===== src/rtl/clock_pkg.sv =====
// Shared definitions for the board's button front ends: the press/hold/repeat
// state encoding and default timing constants for the board clock rate.
package clock_pkg;

  typedef enum logic [1:0] {
    ST_IDLE   = 2'd0,
    ST_HOLD   = 2'd1,
    ST_REPEAT = 2'd2
  } btn_state_t;

  localparam int DEF_DEBOUNCE_CYCLES = 4;
  localparam int DEF_HOLD_CYCLES     = 50;
  localparam int DEF_REPEAT_CYCLES   = 10;
  localparam int DEF_CNT_W           = 32;

  localparam logic [1:0] EV_NONE    = 2'd0;
  localparam logic [1:0] EV_PRESS   = 2'd1;
  localparam logic [1:0] EV_RPT     = 2'd2;
  localparam logic [1:0] EV_RELEASE = 2'd3;

endpackage


===== src/rtl/button_debounce.sv =====
// Two-flop synchronizer plus stability counter. The debounced level only
// changes after DEBOUNCE_CYCLES consecutive samples disagree with it.
module button_debounce
  import clock_pkg::*;
#(
  parameter int DEBOUNCE_CYCLES = DEF_DEBOUNCE_CYCLES,
  parameter int CNT_W           = DEF_CNT_W
) (
  input  logic clk,
  input  logic rst,
  input  logic btn_in,
  output logic level,
  output logic rise,
  output logic fall
);

  localparam logic [CNT_W-1:0] DB_LAST = CNT_W'(DEBOUNCE_CYCLES - 1);

  logic             s0;
  logic             s1;
  logic [CNT_W-1:0] cnt;
  logic             change;

  // rise/fall are combinational strobes for the edge on which level flips,
  // so a downstream register can pulse on the same edge as level.
  assign change = (s1 != level) && (cnt == DB_LAST);
  assign rise   = change && s1;
  assign fall   = change && !s1;

  always_ff @(posedge clk) begin
    if (rst) begin
      s0 <= 1'b0;
      s1 <= 1'b0;
    end else begin
      s0 <= btn_in;
      s1 <= s0;
    end
  end

  always_ff @(posedge clk) begin
    if (rst) begin
      level <= 1'b0;
      cnt   <= '0;
    end else if (s1 == level) begin
      cnt <= '0;
    end else if (change) begin
      level <= s1;
      cnt   <= '0;
    end else begin
      cnt <= cnt + 1'b1;
    end
  end

endmodule


===== src/rtl/button_repeat_pulser.sv =====
// Button front end: debounced level plus single-cycle press, auto-repeat and
// release pulses for the alarm-clock control FSM.
module button_repeat_pulser
  import clock_pkg::*;
#(
  parameter int DEBOUNCE_CYCLES = DEF_DEBOUNCE_CYCLES,
  parameter int HOLD_CYCLES     = DEF_HOLD_CYCLES,
  parameter int REPEAT_CYCLES   = DEF_REPEAT_CYCLES,
  parameter int CNT_W           = DEF_CNT_W
) (
  input  logic clk,
  input  logic rst,
  input  logic btn_in,
  output logic held,
  output logic press,
  output logic rpt,
  output logic release_pulse
);

  localparam logic [CNT_W-1:0] HOLD_LAST   = CNT_W'(HOLD_CYCLES - 1);
  localparam logic [CNT_W-1:0] REPEAT_LAST = CNT_W'(REPEAT_CYCLES - 1);

  logic             db_rise;
  logic             db_fall;
  btn_state_t       state;
  btn_state_t       state_d;
  logic [CNT_W-1:0] cnt;
  logic [CNT_W-1:0] cnt_d;
  logic             press_d;
  logic             rpt_d;
  logic             release_d;

  button_debounce #(
    .DEBOUNCE_CYCLES(DEBOUNCE_CYCLES),
    .CNT_W          (CNT_W)
  ) u_debounce (
    .clk   (clk),
    .rst   (rst),
    .btn_in(btn_in),
    .level (held),
    .rise  (db_rise),
    .fall  (db_fall)
  );

  always_ff @(posedge clk) begin
    if (rst) begin
      state         <= ST_IDLE;
      cnt           <= '0;
      press         <= 1'b0;
      rpt           <= 1'b0;
      release_pulse <= 1'b0;
    end else begin
      state         <= state_d;
      cnt           <= cnt_d;
      press         <= press_d;
      rpt           <= rpt_d;
      release_pulse <= release_d;
    end
  end

  // A debounced fall is checked before the terminal count so that a release
  // landing on a repeat instant suppresses that repeat.
  always_comb begin
    state_d   = state;
    cnt_d     = cnt;
    press_d   = 1'b0;
    rpt_d     = 1'b0;
    release_d = 1'b0;
    case (state)
      ST_IDLE: begin
        cnt_d = '0;
        if (db_rise) begin
          press_d = 1'b1;
          state_d = ST_HOLD;
        end
      end
      ST_HOLD: begin
        if (db_fall) begin
          release_d = 1'b1;
          cnt_d     = '0;
          state_d   = ST_IDLE;
        end else if (cnt == HOLD_LAST) begin
          rpt_d   = 1'b1;
          cnt_d   = '0;
          state_d = ST_REPEAT;
        end else begin
          cnt_d = cnt + 1'b1;
        end
      end
      ST_REPEAT: begin
        if (db_fall) begin
          release_d = 1'b1;
          cnt_d     = '0;
          state_d   = ST_IDLE;
        end else if (cnt == REPEAT_LAST) begin
          rpt_d = 1'b1;
          cnt_d = '0;
        end else begin
          cnt_d = cnt + 1'b1;
        end
      end
      default: begin
        cnt_d   = '0;
        state_d = ST_IDLE;
      end
    endcase
  end

endmodule

===== config.mk =====
export PLATFORM = sky130hd
export DESIGN_NAME = button_repeat_pulser
export DESIGN_NICKNAME = d
export VERILOG_FILES = /design/src/rtl/clock_pkg.sv /design/src/rtl/button_debounce.sv /design/src/rtl/button_repeat_pulser.sv
export SDC_FILE = /design/constraint.sdc
export NUM_CORES = 1
export LEC_CHECK = 0
export CAP_MARGIN = 20
export CORE_MARGIN = 5
export CORE_UTILIZATION = 53
export DETAILED_ROUTE_END_ITERATION = 8
export PLACE_DENSITY = 0.7
export SLEW_MARGIN = 15
export SYNTH_ARGS = -nofsm -noshare
export SYNTH_HDL_FRONTEND = slang
export SYNTH_SLANG_ARGS = --single-unit

===== constraint.sdc =====
create_clock -name clk -period 5.3 [get_ports clk]
set_clock_uncertainty 0.1 [all_clocks]
set_input_delay 1.06 -clock clk [delete_from_list [all_inputs] [get_ports clk]]
set_output_delay 1.06 -clock clk [all_outputs]
set_load 0.005 [all_outputs]

==> impl_metrics.tcl, run 1 <==
set metrics [dict create \
    setup_viol 0 \
    cts_buffers 9 \
    drive_above_1_share_pct 5.19 \
    die_w_um 90.1 \
    power_w 0.000928 \
    coreArea_um2 6310 \
    ctsResizeCount 0 \
    slew_headroom_pct 28.2 \
    insertion_delay_ns 0.34 \
    synth_area_um2 3400 \
    ys.flop_type "dfxtp_1" \
    die_area_um2 8120 \
    maxCapViolations 0 \
    ys.warnings.count 0 \
    hp-class "register to register" \
    vdd_drop_max_uv 193 \
    syn_inst 399 \
    cts.sinks 72 \
    via_per_inst 5.45 \
    yosysSeqAreaShare_pct 42.4 \
    dp_hpwl_um 4160 \
    num_antenna_cells 0 \
    end_kind "register" \
    hold_viol 0 \
    grt_pass1_vias 2625 \
    critical_path_required_ns 5.38 \
    vias 2627 \
    setup_tns_ns 0 \
    port_buffers 6 \
    grt_usage_pct 16.5 \
    synth.distinct_cells 37 \
    finalWirelength_um 6220 \
    antenna_found_initial 0 \
    drt_pass1_iterations 4 \
    post-cts-setup-buffers 0 \
    rows 29 \
    htree_levels 3 \
    synth_edf_count 0 \
    avgSynthCellArea_um2 8.52 \
    grt_pass1_wl_um 11300 \
    start_util_pct 53.9 \
    start_kind "input port" \
    finalWorstSetupSlack_ns 2.71 \
    worstMarginPinSlew_ns 1.08 \
    power_density_nw_per_um2 252 \
    gr-total-overflow 0 \
    synthArstFlopShare_pct 0 \
    timing.final.crit_share_pct 48.9 \
    grt_setup_unrepaired "false" \
    drtIter0Drc 105 \
    cp.arrival_ns 2.67 \
    wl_per_cell_um 12.9 \
    synth-seq-cells 72 \
    path_clk_slew_ns 0.06 \
    clockBufferDepth 2 \
    min_period_ns 2.59 \
    pre_cts_slack_ns 2.16 \
    globalplace.congestion 0.821 \
    critPathKind "input port to register" \
    grt_max_degree 33 \
    outcome "finished clean" \
    cts_tree "built" \
    p_leak_nw 1.14 \
    fill_cells 571 \
    die_h_um 90.1 \
    final_antenna_net_count 0 \
    fin_nets 411 \
    ctsHoldBuffers 0 \
    drc 0 \
    area_growth_pct 8.35 \
    ctsRootBufferMaster "clkbuf_8" \
    syn_nets 409 \
    ios 7 \
    fmax_mhz 385 \
    slew_violations 0 \
    cp_max_fo 32 \
]
## per-layer routing
metal / global-route usage, % / share of wire (%) / wire, um
met3: 4.84 / 2.2 / 135
met2: 27.7 / 48 / 2970
met1: 19.2 / 48 / 3000
met5: 0 / 0 / 0
met4: 7.69 / 1.8 / 115
## logic make-up (layout without fill, tap and decap cells)
group / count (synthesis) / count (layout) / synth area share, %
compound gates: 20 / 20 / 3.68
xor+xnor: 58 / 58 / 14.9
fa+ha+maj: 7 / 7 / 2.58
buf+inv: 28 / 34 / 3.42
flops: 72 / 72 / 42.4
mux: 1 / 1 / 0.294
simple gates: 213 / 213 / 32.7
## final timing paths
path	cells after the start	from	endpoint	slack (ns)
setup / recovery	3	rst	u_debounce.cnt[11]	2.71
hold / removal	1	u_debounce.s0	u_debounce.s1	0.35
hold reg to reg	1	u_debounce.s0	u_debounce.s1	0.35
setup reg to reg	6	u_debounce.cnt[0]	u_debounce.cnt[11]	2.79
## area by class of cell
class | instances | area [um^2] | area share, %
multi-input combinational | 299 | 1840 | 50.0
sequential | 72 | 1440 | 39.1
clock buffer | 11 | 151 | 4.11
tap | 77 | 96.3 | 2.61
timing repair buffer | 7 | 87.6 | 2.38
inverter | 12 | 45.0 | 1.22
clock inverter | 4 | 20.0 | 0.543
## cell usage in the layout (no fill, tap or decap), drive strengths merged
cell type       n
nor2           74
dfxtp          72
xnor2          37
nand3          23
nor4           23
nand2          21
xor2           21
nor3           15
nand4          14
and3           13
inv            12
clkbuf         11
a21oi           8
and4            8
ha              7
or3             6
clkdlybuf4s50   6
nor4b           5
o21ai           4
clkinv          4
nor2b           3
o31ai           3
or4             2
and2            2
nor3b           2
nand3b          1
o31a            1
o221ai          1
a31oi           1
nand2b          1
a221o           1
mux2i           1
a32oi           1
buf             1
## power breakdown
part,internal [W],switching (W)
clock,0.000189,0.000189
combinational,0.00000274,0.00000365
sequential,0.000542,0.000000959
## critical path: stages
cell and delay, ns:
clkdlybuf4s50_1 0.60, or3_1 0.87, nor2_1 0.13
## sequential cells by signal, indices dropped and copies added (netlist names)
name and flops:
u_debounce.cnt 32, u_debounce.level 1, press 1, u_debounce.s1 1, u_debounce.s0 1, state 2, release_pulse 1, rpt 1
cnt 32
## per-stage QoR
| step | std cells | hold slack, ns | instance area [um^2] | util [%] |
|---|---|---|---|---|
| finish | 482 | 0.348 | 3680 | 58.4 |
| floorplan | 399 | 0.314 | 3400 | - |
| CTS | 481 | 0.352 | 3660 | 57.9 |
| detailed placement | 466 | 0.338 | 3490 | 55.2 |
| global placement | 466 | 0.342 | 3490 | 55.2 |
| global route | 482 | 0.375 | 3680 | 58.4 |
## cells in the mapped netlist, types with 4 or more instances
cell / n / area share, %
inv_1: 12 / 1.3
o21ai_0: 4 / 0.59
nor2_1: 74 / 8.2
or3_1: 6 / 1.1
nor3_1: 15 / 2.2
xnor2_1: 37 / 9.5
xor2_1: 21 / 5.4
dfxtp_1: 72 / 42
ha_1: 7 / 2.6
and4_1: 7 / 1.8
clkbuf_1: 11 / 1.2
nor4b_1: 4 / 1.0
nand4_1: 14 / 2.6
nor4_1: 20 / 3.7
a21oi_1: 8 / 1.2
and3_1: 13 / 2.4
nand3_1: 23 / 3.4
nand2_1: 21 / 2.3
No activity file was read; power rests on OpenSTA's default activity.
==> inputs of run 2 (changes only) <==
--- a/config.mk
+++ b/config.mk
@@ -9,7 +9,7 @@
 export CORE_MARGIN = 5
 export CORE_UTILIZATION = 53
 export DETAILED_ROUTE_END_ITERATION = 8
-export PLACE_DENSITY = 0.7
+export PLACE_DENSITY = 0.72
 export SLEW_MARGIN = 15
 export SYNTH_ARGS = -nofsm -noshare
 export SYNTH_HDL_FRONTEND = slang
==> constraint.sdc (replaced) <==
create_clock -name clk -period 2.3 [get_ports clk]
set_clock_uncertainty 0.1 [all_clocks]
set_input_delay 0.46 -clock clk [delete_from_list [all_inputs] [get_ports clk]]
set_output_delay 0.46 -clock clk [all_outputs]
set_load 0.005 [all_outputs]
==> run 2 against run 1 <==
Worst setup slack got worse by 2.6 ns. Die area unchanged. Worst hold slack got worse by 0.0090 ns. Via count increased by 4.3%. Critical path type is now register to register. Critical endpoint is now state[0].
==> impl_metrics.tcl, run 2 (synthesis results as in run 1) <==
set metrics [dict create \
    outcome "finished clean" \
    port_buffers 6 \
    rr_startpoint "cnt[1]" \
    die_h_um 90.1 \
    cp.buffers_inverters 1 \
    path_cells "inv_1 -> ha_1 -> nor4b_1 -> nand4_1 -> o31a_1 -> or4_1 -> a31oi_1" \
    dp_hpwl_um 4450 \
    setup_tns_ns 0 \
    layout_commonest_cell "nor2_1" \
    via_per_inst 5.58 \
    min_period_ns 2.15 \
    area_growth_pct 10.9 \
    insertion_delay_ns 0.35 \
    reg2regPathDepth 7 \
    drt_pass1_iterations 4 \
    critPathKind "register to register" \
    hold_depth 1 \
    grt_pass1_vias 2615 \
    antenna_found_initial 0 \
    rr_endpoint "state[0]" \
    vias 2739 \
    final_cell_mix "nor2_1, dfxtp_1, xnor2_1, nand3_1" \
    grt_max_degree 33 \
    critical_path_required_ns 2.46 \
    ios 7 \
    grt_setup_unrepaired "false" \
    vdd_drop_max_uv 465 \
    maxCapViolations 0 \
    cp.arrival_ns 2.31 \
    hp-start "u_debounce.s0" \
    p_leak_nw 1.17 \
    slew_violations 0 \
    drc 0 \
    hp-class "register to register" \
    cp_slowest_cell "or4_1" \
    cpPeakStageDelay_ns 0.50 \
    cts_buffers 9 \
    setup_viol 0 \
    hold_viol 0 \
    cp_max_fo 6 \
    cts.sinks 72 \
    fmax_mhz 465 \
    die_w_um 90.1 \
    critical-path-top-delay-family "simple AND/OR/NAND/NOR gates" \
    power_w 0.00228 \
    reg2reg_slack_ns 0.15 \
    die_area_um2 8120 \
    drtIter0Drc 130 \
    power_density_nw_per_um2 605 \
    gr-total-overflow 0 \
    worst_hold_path.endpoint "u_debounce.s1" \
    wl_per_cell_um 13.5 \
    coreArea_um2 6310 \
    start_kind "register" \
    top_regs "cnt (32), u_debounce.cnt (32), state (2)" \
    final_antenna_net_count 0 \
    grt_pass1_wl_um 11300 \
    htree_levels 3 \
    finalWirelength_um 6650 \
    timing.final.crit_share_pct 93.4 \
    end_kind "register" \
    cts_tree "built" \
    crit_start "cnt[1]" \
    num_antenna_cells 0 \
    slew_headroom_pct 71.0 \
    fin_nets 419 \
    rows 29 \
    globalplace.congestion 0.816 \
    ctsRootBufferMaster "clkbuf_8" \
    start_util_pct 53.9 \
    clockBufferDepth 2 \
    ctsHoldBuffers 0 \
    worstMarginPinSlew_ns 0.434 \
    drive_above_1_share_pct 7.49 \
    path_clk_slew_ns 0.08 \
    grt_usage_pct 16.5 \
]
-- run 2: worst register-to-register path, delay by kind of cell (launching register included) --
kind / cells / cell delay [ns]
buf+inv: 1 / 0.07
compound gates: 2 / 0.51
fa+ha+maj: 1 / 0.15
flops: 1 / 0.36
simple gates: 3 / 0.88
-- run 2: power by group --
part / internal [W] / switching, W
Clock: 0.000540 / 0.000476
Sequential: 0.00125 / 0.00000228
Combinational: 0.00000689 / 0.00000875
Total: 0.00179 / 0.000487
-- run 2: repair_timing --
action                     CTS  global route
gates resized for setup      0             4
setup endpoints to repair    0            33
setup buffers                0             0
-- run 2: worst max path at each step --
stage / cells after the start / end
after floorplan: 7 / state[0]
after global placement: 9 / cnt[12]
after detailed placement: 9 / cnt[12]
after CTS: 9 / cnt[14]
after global routing: 7 / state[0]
final: 7 / state[0]
-- run 2: final cells by class --
class	count	area [um^2]
Fill cell	577	2540
Multi-Input combinational cell	299	1850
Sequential cell	72	1440
Clock buffer	11	141
Timing Repair Buffer	15	135
Tap cell	77	96.3
Clock inverter	5	63.8
Inverter	12	45.0
-- run 2: routing by layer --
metal	vias up	track usage, %	wire length [um]
met2	46	26.6	3160
met4	0	7.44	74
met3	8	5.51	232
li1	1409	-	-
met5	-	0	0
met1	1276	20.0	3180
-- run 2: through the flow --
| stage | area, um^2 | worst slack [ns] | util [%] | hold WS, ns | instances |
|---|---|---|---|---|---|
| 6_report | 3770 | 0.152 | 59.7 | 0.339 | 491 |
| 5_1_grt | 3770 | 0.0119 | 59.7 | 0.364 | 491 |
| 4_1_cts | 3760 | 0.0498 | 59.5 | 0.346 | 491 |
| 3_5_place_dp | 3550 | 0.0667 | 56.3 | 0.329 | 475 |
| 3_3_place_gp | 3550 | 0.132 | 56.3 | 0.318 | 475 |
| 2_1_floorplan | 3400 | 0.126 | - | 0.314 | 399 |
==> inputs of run 3 (changes only) <==
--- a/config.mk
+++ b/config.mk
@@ -9,7 +9,7 @@
 export CORE_MARGIN = 5
 export CORE_UTILIZATION = 53
 export DETAILED_ROUTE_END_ITERATION = 8
-export PLACE_DENSITY = 0.72
+export PLACE_DENSITY = 0.84
 export SLEW_MARGIN = 15
 export SYNTH_ARGS = -nofsm -noshare
 export SYNTH_HDL_FRONTEND = slang
==> run 3 against run 2 <==
Non-clock buffer count increased by 2. Register-to-register slack worse by 0.05 ns. Worst hold slack improved by 0.039 ns. Sequential power about the same. Clock-buffer cell count is the same. Critical path type unchanged.
==> impl_metrics.tcl, run 3 (synthesis results as in run 1) <==
set metrics [dict create \
    outcome "finished clean" \
    vias 2795 \
    timing.final.crit_share_pct 95.5 \
    cp_max_fo 4 \
    clockBufferDepth 2 \
    top_regs "cnt (32), u_debounce.cnt (32), state (2)" \
    cp.arrival_ns 2.38 \
    power_density_nw_per_um2 645 \
    grt_pass1_wl_um 12200 \
    final_antenna_net_count 0 \
    power_w 0.00249 \
    slew_violations 0 \
    ctsRootBufferMaster "clkbuf_8" \
    grt_pass1_vias 2640 \
    coreArea_um2 6310 \
    drive_above_1_share_pct 7.93 \
    fin_nets 421 \
    start_kind "register" \
    grt_setup_unrepaired "false" \
    power_frac_comb_pct 0.7 \
    cts.sinks 72 \
    hp-class "register to register" \
    drt_pass1_iterations 4 \
    path_clk_slew_ns 0.08 \
    wl_per_cell_um 13.8 \
    setup_tns_ns 0 \
    layout_commonest_cell "nor2_1" \
    hold_viol 0 \
    start_util_pct 53.9 \
    fmax_mhz 455 \
    end_kind "register" \
    area_growth_pct 13.4 \
    rows 29 \
    min_period_ns 2.20 \
    p_int_w 0.00201 \
    ctsHoldBuffers 0 \
    rr_endpoint "state[0]" \
    seq_power_share_pct 50.2 \
    die_area_um2 8120 \
    finalWirelength_um 6810 \
    via_per_inst 5.67 \
    htree_levels 3 \
    die_w_um 90.1 \
    insertion_delay_ns 0.36 \
    path_cells "ha_4 -> nor4b_4 -> nand4_1 -> or3_1 -> or4_1 -> a31oi_1" \
    rr_startpoint "u_debounce.cnt[0]" \
    drtIter0Drc 211 \
    p_leak_nw 1.21 \
    ios 7 \
    setup_viol 0 \
    p_sw_share_pct 19.4 \
    vdd_drop_max_uv 403 \
    clock_power_share_pct 49.1 \
    drc 0 \
    port_buffers 6 \
    globalplace.congestion 0.859 \
    reg2reg_slack_ns 0.10 \
    final_cell_mix "nor2_1, dfxtp_1, xnor2_1, nand3_1" \
    crit_start "u_debounce.cnt[0]" \
    worstMarginPinSlew_ns 0.382 \
    cpPeakStageDelay_ns 0.48 \
    dp_hpwl_um 4510 \
    cp_slowest_cell "or4_1" \
    grt_max_degree 33 \
    maxCapViolations 0 \
    grt_usage_pct 17.9 \
    num_antenna_cells 0 \
    crit_path_end "state[0]" \
    reg2regPathDepth 6 \
    gr-total-overflow 0 \
    die_h_um 90.1 \
    cts_tree "built" \
    critPathKind "register to register" \
    antenna_found_initial 0 \
    fill_cells 514 \
    critical_path_required_ns 2.49 \
    p_switching_w 0.000483 \
    cts_buffers 9 \
    slew_headroom_pct 74.2 \
]
==> run 3: changes by cell type in the layout (fill, tap and decap cells not counted), sizes merged <==
cell | previous run | this run
buf | 9 | 11
bufinv | 1 | 3
inv | 14 | 12
clkinv | 1 | 2
clkinvlp | 1 | 0
==> run 3: per-layer routing <==
layer	routed length [um]	global-route usage [%]	vias up	part of all wire [%]
met1	3250	23.6	1314	48
li1	-	-	1416	-
met4	144	7.44	0	2.1
met5	0	0	-	0
met3	233	5.01	14	3.4
met2	3190	27.5	51	47
==> run 3: worst min-delay path by stage <==
stage | startpoint | to | slack (ns) | cells past startpoint
floorplan | u_debounce.s0 | u_debounce.s1 | 0.31 | 1
global placement | u_debounce.s0 | u_debounce.s1 | 0.32 | 1
detailed placement | u_debounce.s0 | u_debounce.s1 | 0.34 | 1
CTS | u_debounce.s0 | u_debounce.s1 | 0.37 | 1
global route | u_debounce.s0 | u_debounce.s1 | 0.39 | 1
finish | u_debounce.s0 | u_debounce.s1 | 0.38 | 1
==> run 3: power groups by stage <==
stage | clock network [W] | registers (W) | logic [W]
2_1_floorplan | 0 | 0.00128 | 0.0000113
3_3_place_gp | 0 | 0.00128 | 0.0000152
3_5_place_dp | 0 | 0.00128 | 0.0000158
4_1_cts | 0.00124 | 0.00125 | 0.0000159
5_1_grt | 0.00132 | 0.00125 | 0.0000181
6_report | 0.00122 | 0.00125 | 0.0000168
==> run 3: final cells by class <==
class / instances / area [um^2] / share of cell area [%]
Sequential cell: 72 / 1440 / 37.4
Tap cell: 77 / 96.3 / 2.50
Clock buffer: 11 / 141 / 3.67
Multi-Input combinational cell: 299 / 1870 / 48.5
Inverter: 12 / 45.0 / 1.17
Clock inverter: 5 / 104 / 2.69
Timing Repair Buffer: 17 / 159 / 4.12
==> run 3: critical path, delay by kind of cell, from the launching register on <==
family / cells / cell delay [ns]
fa+ha+maj: 1 / 0.19
simple gates: 4 / 1.25
compound gates: 1 / 0.16
flops: 1 / 0.43
==> run 3: through the flow <==
step	hold slack [ns]	util (%)	cells	instance area [um^2]	setup slack, ns
2_1_floorplan	0.314	-	399	3400	0.126
6_report	0.378	61.1	493	3860	0.104
5_1_grt	0.394	61.1	493	3860	0.00260
3_3_place_gp	0.321	56.6	476	3570	0.101
3_5_place_dp	0.345	56.6	476	3570	0.0158
4_1_cts	0.367	60.6	493	3830	0.0349
==> run 3: what timing repair did <==
action | CTS | global route
setup buffers | 1 | 0
resized for setup | 0 | 5
endpoints found under the hold margin | 0 | 0
pin swaps | 0 | 2
setup endpoints to repair | 1 | 62
